### src/rtl/dec_pkg.sv
// Shared types and helpers for the 4x16 decoder checkers.
package dec_pkg;

    localparam int CODE_W = 4;
    localparam int OUT_W  = 16;

    typedef enum logic [2:0] {
        IDLE,
        DRIVE,
        SAMPLE,
        CHECK,
        DONE
    } state_e;

    localparam logic [CODE_W-1:0] LAST_CODE = 4'hF;

    // One-hot golden output for a 4-bit code.
    function automatic logic [OUT_W-1:0] onehot16(input logic [CODE_W-1:0] code);
        return 16'h0001 << code;
    endfunction

endpackage

### src/rtl/dec_4x16_golden.sv
// Combinational reference 4x16 decoder: code to one-hot expected output.
module dec_4x16_golden
    import dec_pkg::*;
(
    input  logic [CODE_W-1:0] code,
    output logic [OUT_W-1:0]  expected
);

    assign expected = onehot16(code);

endmodule

### config.mk
export PLATFORM = sky130hd
export DESIGN_NAME = dec_4x16_golden
export DESIGN_NICKNAME = d
export VERILOG_FILES = /design/src/rtl/dec_pkg.sv /design/src/rtl/dec_4x16_golden.sv
export SDC_FILE = /design/constraint.sdc
export NUM_CORES = 1
export LEC_CHECK = 0
export CAP_MARGIN = 20
export CORE_AREA = 2 2 39 41
export DETAILED_ROUTE_END_ITERATION = 8
export DIE_AREA = 0 0 41 43
export PLACE_DENSITY = 0.49
export SYNTH_ARGS = -nofsm -noshare
export SYNTH_HDL_FRONTEND = slang
export SYNTH_SLANG_ARGS = --single-unit
### constraint.sdc
create_clock -name vclk -period 0.8
set_clock_uncertainty 0.15 [all_clocks]
set_input_delay 0.08 -clock vclk [all_inputs]
set_output_delay 0.08 -clock vclk [all_outputs]
set_load 0.005 [all_outputs]
==> results_dict.tcl, run 1 <==
set metrics [dict create \
    regArea_um2 0 \
    grt.met2_usage_pct 16.9 \
    holdPathStages 4 \
    drc_errors 0 \
    die_w_um 41 \
    synth.distinct_cells 6 \
    place_area_um2 474 \
    grt_pass1_wl_um 1370 \
    dr.pass1.iters 1 \
    slew_viol_final 0 \
    syn_nets 24 \
    fp.dieH_um 43 \
    antenna_found_initial 0 \
    multi_input_area_um2 231 \
    use_met1_pct 15.2 \
    first_global_vias 325 \
    syn_area_um2 226 \
    ant_nets 0 \
    drt_wl_total_um 872 \
    synth_cells 20 \
    syn_area_per_cell_um2 11.3 \
    diodes 0 \
    power.density_nw_per_um2 430 \
    rsz0062_at_grt "true" \
    finalHoldViolations 0 \
    hold_path.class "in -> out" \
    vdd_drop_max_v 0.000160 \
    area_growth_pct 145 \
    drive_gt1_share_pct 89.8 \
    grt_usage_pct 10.2 \
    min_period_over_period_pct 135 \
    outcome "finished, violations left" \
    power.leakage_nw 0.280 \
    dp_hpwl_um 492 \
    max-slew-margin-rel_pct 85.7 \
    initial_core_util_pct 16.4 \
    grt_overflow 0 \
    fmax_mhz 929 \
    port_buffers 20 \
    synth.most_common_cell "and4bb_2" \
    min_to "expected[0]" \
    clock_buffers 0 \
    floorplan.rows 14 \
    period_minus_slack_ns 1.08 \
    core_area_um2 1380 \
    drtIter0Drc 0 \
    grt_max_degree 9 \
    final_cell_area_um2 556 \
    routed_via_density 4.86 \
    violations "setup timing" \
    crit_path_end_kind "output pin" \
    synth_area_leaders "and4bb_2, nor4b_2, and4b_1" \
    wl_per_cell_um 13.4 \
    drv_cap 0 \
    grtUsageMet3_pct 0 \
    fillers 141 \
    die-area_um2 1760 \
    synth_commonest_cells "and4bb_2, and4b_1, buf_4, nor4b_2" \
    yosysSeqAreaShare_pct 0 \
    grt-busiest-layer "met2" \
    hold_buffers 0 \
    crit_fanout 5 \
    setup_slack_ns -0.277 \
    criticalPathCategory "in -> out" \
    worst_pin_slew_ns 0.214 \
    io-pin-count 20 \
    setup_violations 16 \
    seq_cell_count 0 \
    synth_top_area_share_pct 33.1 \
    fin_nets 55 \
    crit_arrival_ns 0.85 \
    cp-start-kind "primary input" \
    yosysWarnings 0 \
    vias 316 \
    worstHoldStart "code[3]" \
    postLayoutCoreUtil_pct 40.1 \
    crit_required_ns 0.57 \
    place_congestion 0.575 \
    yosysTopAreaCell "and4bb_2" \
]
-- how the worst max path moves through the flow --
stage          startpoint          end  slack [ns]  depth (start not counted)
6_report          code[2]  expected[2]       -0.28                          5
3_3_place_gp      code[3]  expected[6]       -0.90                          4
2_1_floorplan     code[1]  expected[1]        0.06                          2
3_5_place_dp      code[1]  expected[8]       -0.93                          4
4_1_cts           code[2]  expected[1]       -0.24                          5
5_1_grt           code[2]  expected[2]       -0.32                          5
-- placed cells by master, fill, tap and decap left out --
master,n
buf_2,16
buf_6,9
and4bb_2,6
and4b_1,4
buf_8,4
nor4b_4,3
buf_4,2
and4_1,1
nor4_4,1
nor4b_2,1
buf_16,1
buf_12,1
-- report_power, final --
| group | total, mW | switching (mW) | internal, mW |
|---|---|---|---|
| Clock | 0 | 0 | 0 |
| Sequential | 0 | 0 | 0 |
| Combinational | 0.239 | 0.0909 | 0.148 |
| Total | 0.239 | 0.0909 | 0.148 |
-- per-stage QoR --
step | instances | setup WS [ns] | hold slack (ns) | power (mW) | setup TNS, ns
6_report | 65 | -0.277 | 0.366 | 0.239 | -2.19
5_1_grt | 65 | -0.321 | 0.387 | 0.257 | -2.71
4_1_cts | 67 | -0.244 | 0.380 | 0.232 | -2.99
3_5_place_dp | 58 | -0.926 | 1.13 | 0.167 | -14.26
3_3_place_gp | 58 | -0.898 | 1.12 | 0.163 | -14.00
2_1_floorplan | 20 | 0.0603 | 0.186 | 0.0722 | 0
-- what timing repair did --
action / 4_1_cts / 5_1_grt
endpoints found under the setup margin: 16 / 16
resized for setup: 97 / 7
gates cloned: 1 / 0
setup buffers: 8 / 1
pin swaps: 12 / 6
-- cell type report --
type / count / share of cell area, %
multi-input cells: 16 / 41.7
repair buffers: 33 / 54.7
well taps: 16 / 3.60
-- logic make-up (layout without fill, tap and decap cells) --
| kind of cell | count (synthesis) | after routing | share of synthesized area, % |
|---|---|---|---|
| buffers and inverters | 4 | 33 | 13.3 |
| AND/OR/NAND/NOR | 16 | 16 | 86.7 |
-- critical path, stage by stage --
cell and delay [ns]:
buf_6 0.09, buf_6 0.11, buf_6 0.13, nor4b_2 0.28, buf_2 0.16
-- per-layer routing --
layer	vias up	wire [um]
met4	0	0
li1	148	-
met5	-	0
met2	18	441
met3	0	74
met1	150	355
Note: power is estimated with default switching activity, not from simulation.
==> run 2, diff against run 1 <==
- REMOVE_ABC_BUFFERS: not set -> 1
- SLEW_MARGIN: not set -> 20
==> run 2 against run 1 <==
The flow still finishes with violations (setup timing). Worst hold slack worse by 0.0031 ns. Combinational power grew 23%. Clock-buffer cell count unchanged. Sequential cell count did not move. Critical path depth grew 1. Routed wire length up 50%. Sequential share of layout area stayed put. Non-clock buffer count up 13. Via count increased by 17%. Highest routed layer is now met4. Final area up 17%.
==> results_dict.tcl, run 2 (same netlist as run 1, synthesis figures left out) <==
set metrics [dict create \
    grt_usage_pct 15.5 \
    seq_cell_count 0 \
    final_cell_mix "buf_6, buf_2, buf_4, and4bb_2" \
    regArea_um2 0 \
    fin_nets 68 \
    port_buffers 20 \
    holdPathStages 4 \
    cp-start-kind "primary input" \
    drc_errors 0 \
    fmax_mhz 896 \
    drv_cap 0 \
    power.leakage_nw 0.340 \
    whs_ns 0.363 \
    vias 369 \
    grt_overflow 0 \
    vdd_drop_max_v 0.000101 \
    grt_max_degree 9 \
    p_total_uw 293 \
    worstSetupEndpoint "expected[4]" \
    die_w_um 41 \
    max-slew-margin-rel_pct 86.2 \
    drtIter0Drc 8 \
    power.density_nw_per_um2 451 \
    dp_hpwl_um 516 \
    drt_wl_total_um 1310 \
    io-pin-count 20 \
    min_period_over_period_pct 139 \
    first_global_vias 407 \
    fp.dieH_um 43 \
    initial_core_util_pct 16.4 \
    clock_buffers 0 \
    stdcell_count 78 \
    dp_cells 56 \
    routed_via_density 4.73 \
    floorplan.rows 14 \
    crit_start "code[3]" \
    setup_slack_ns -0.316 \
    period_minus_slack_ns 1.12 \
    crit_required_ns 0.57 \
    crit_path_end_kind "output pin" \
    slew_viol_final 0 \
    drive_gt1_share_pct 91.9 \
    grt_pass1_wl_um 1930 \
    criticalPathCategory "in -> out" \
    crit_arrival_ns 0.89 \
    die-area_um2 1760 \
    ant_nets 0 \
    hold_path.class "in -> out" \
    violations "setup timing" \
    setup_violations 16 \
    outcome "finished, violations left" \
    antenna_found_initial 0 \
    rsz0062_at_grt "true" \
    crit_fanout 4 \
    dr.pass1.iters 2 \
    area_growth_pct 187 \
    worst_pin_slew_ns 0.206 \
    place_congestion 0.528 \
    final_common_cell "buf_6" \
    diodes 0 \
    wl_per_cell_um 16.8 \
    finalHoldViolations 0 \
    core_area_um2 1380 \
]
[run 2: cell count changes in the layout (fill, tap and decap cells not counted), sizes merged]
cell,change
buf,+13
[run 2: repair_timing]
item                       CTS  global route
pin swaps                    7             8
buffers inserted            16             5
hold buffers                 0             0
gates resized for setup    106            11
cloned                       4             0
setup endpoints to repair   16            16
[run 2: layout make-up]
cell class                 count  area, um^2
fill                         123         733
multi-input combinational     16         231
tap                           16        20.0
timing repair buffer          46         399
[run 2: worst min-delay path by stage]
stage	from	end
after detailed placement	code[0]	expected[8]
after global routing	code[1]	expected[8]
after global placement	code[2]	expected[0]
after floorplan	code[2]	expected[0]
final	code[1]	expected[8]
after CTS	code[2]	expected[8]
[run 2: worst max-delay path: stages]
cell     delay, ns
buf_8         0.10
buf_6         0.12
buf_6         0.11
buf_6         0.11
nor4b_4       0.23
buf_2         0.15
[run 2: per-layer routing]
| layer | wire length [um] | global-route usage (%) |
|---|---|---|
| met2 | 711 | 29.7 |
| met5 | 0 | 0 |
| met1 | 471 | 15.5 |
| met3 | 108 | 2.62 |
| met4 | 21 | 4.00 |
[run 2: through the flow]
| stage | TNS (ns) | worst slack, ns | utilization [%] | area (um^2) |
|---|---|---|---|---|
| 4_1_cts | -2.80 | -0.315 | 42.3 | 586 |
| 5_1_grt | -3.63 | -0.360 | 47.0 | 651 |
| 6_report | -3.12 | -0.316 | 47.0 | 651 |
| 3_3_place_gp | -14.05 | -0.913 | 32.3 | 447 |
| 2_1_floorplan | 0 | 0.216 | - | 196 |
| 3_5_place_dp | -14.35 | -0.927 | 32.3 | 447 |
[run 2: power by group]
group	switching [mW]	internal, mW
Combinational	0.110	0.183
Clock	0	0
Sequential	0	0
Total	0.110	0.183
==> run 3, diff against run 2 <==
- DONT_BUFFER_PORTS: not set -> 1
- PLACE_DENSITY: 0.49 -> 0.3
==> run 3 against run 2 <==
The flow now finishes without violations. Core utilization decreased by 31 points. Via count down 52%. Maximum frequency rose by 83%. Non-clock buffer count decreased by 46. Worst setup slack better by 0.51 ns. Combinational power down 87%. Largest cell class is now multi-input combinational cells.
==> results_dict.tcl, run 3 (same netlist as run 1, synthesis figures left out) <==
set metrics [dict create \
    fin_tns_setup_ns 0 \
    grt_usage_pct 6.19 \
    io-pin-count 20 \
    seq_cell_count 0 \
    stdcell_count 32 \
    crit_required_ns 0.57 \
    setup_violations 0 \
    grt_max_degree 17 \
    criticalPathCategory "in -> out" \
    slowest_delay_ns 0.30 \
    max-slew-margin-rel_pct 82.9 \
    rsz0062_at_grt "false" \
    cp-start-kind "primary input" \
    ant_nets 0 \
    whs_ns 0.0359 \
    clock_buffers 0 \
    power.leakage_nw 0.0608 \
    cp_cell_sequence "nor4b_2" \
    fmax_mhz 1640 \
    crit_buf_inv 0 \
    dp_hpwl_um 362 \
    worst_pin_slew_ns 0.256 \
    dp_cells 32 \
    final_cell_mix "and4bb_2, and4b_1, nor4b_2, and4_1, nor4_2" \
    fin_nets 22 \
    first_global_vias 161 \
    post_cts_resize_count 0 \
    crit_path_top_delay_cell "nor4b_2" \
    core_area_um2 1380 \
    drive_gt1_share_pct 68.8 \
    period_minus_slack_ns 0.611 \
    power.density_nw_per_um2 180 \
    die_w_um 41 \
    die-area_um2 1760 \
    antenna_found_initial 0 \
    grt_overflow 0 \
    crit_family "simple AND/OR/NAND/NOR gates" \
    hold_buffers 0 \
    port_buffers 0 \
    initial_core_util_pct 16.4 \
    wl_per_cell_um 17.1 \
    vdd_drop_max_v 0.0000381 \
    drt_wl_total_um 546 \
    vias 178 \
    min_period_over_period_pct 76.4 \
    grt_pass1_wl_um 834 \
    place_congestion 0.564 \
    final_common_cell "and4bb_2" \
    slew_viol_final 0 \
    crit_path_end_kind "output pin" \
    outcome "complete, no violations" \
    crit_fanout 16 \
    diodes 0 \
    hold_path.class "in -> out" \
    dr.pass1.iters 1 \
    postCtsSetupBuffers 0 \
    crit_arrival_ns 0.38 \
    floorplan.rows 14 \
    finalHoldViolations 0 \
    drtIter0Drc 0 \
    drc_errors 0 \
    regArea_um2 0 \
    area_growth_pct -4.42 \
    routed_via_density 5.56 \
    postLayoutCoreUtil_pct 15.6 \
    fp.dieH_um 43 \
    drv_cap 0 \
]
run 3: final timing paths:
kind | start | to | slack [ns] | cells past startpoint
max | code[1] | expected[8] | 0.19 | 1
min | code[1] | expected[0] | 0.04 | 1
run 3: stage by stage:
stage | power [mW] | setup slack [ns] | area, um^2
after floorplan | 0.0371 | 0.216 | 196
after global placement | 0.0399 | 0.184 | 216
after detailed placement | 0.0398 | 0.175 | 216
after CTS | 0.0399 | 0.174 | 216
after global routing | 0.0419 | 0.144 | 216
final | 0.0389 | 0.189 | 216
run 3: power breakdown:
group	leakage, nW	switching (mW)	internal (mW)	total, mW
logic	0.0608	0.00991	0.0290	0.0389
registers	0	0	0	0
clock network	0	0	0	0
run 3: layout make-up:
cell class | instances | area [um^2]
well taps | 16 | 20.0
fillers | 152 | 1170
multi-input cells | 16 | 196
run 3: routing by layer:
metal,vias up,wire length (um),global-route usage [%]
met5,-,0,0
met4,0,0,0
met1,81,242,9.49
met2,16,229,9.06
met3,0,74,1.57
li1,81,-,-
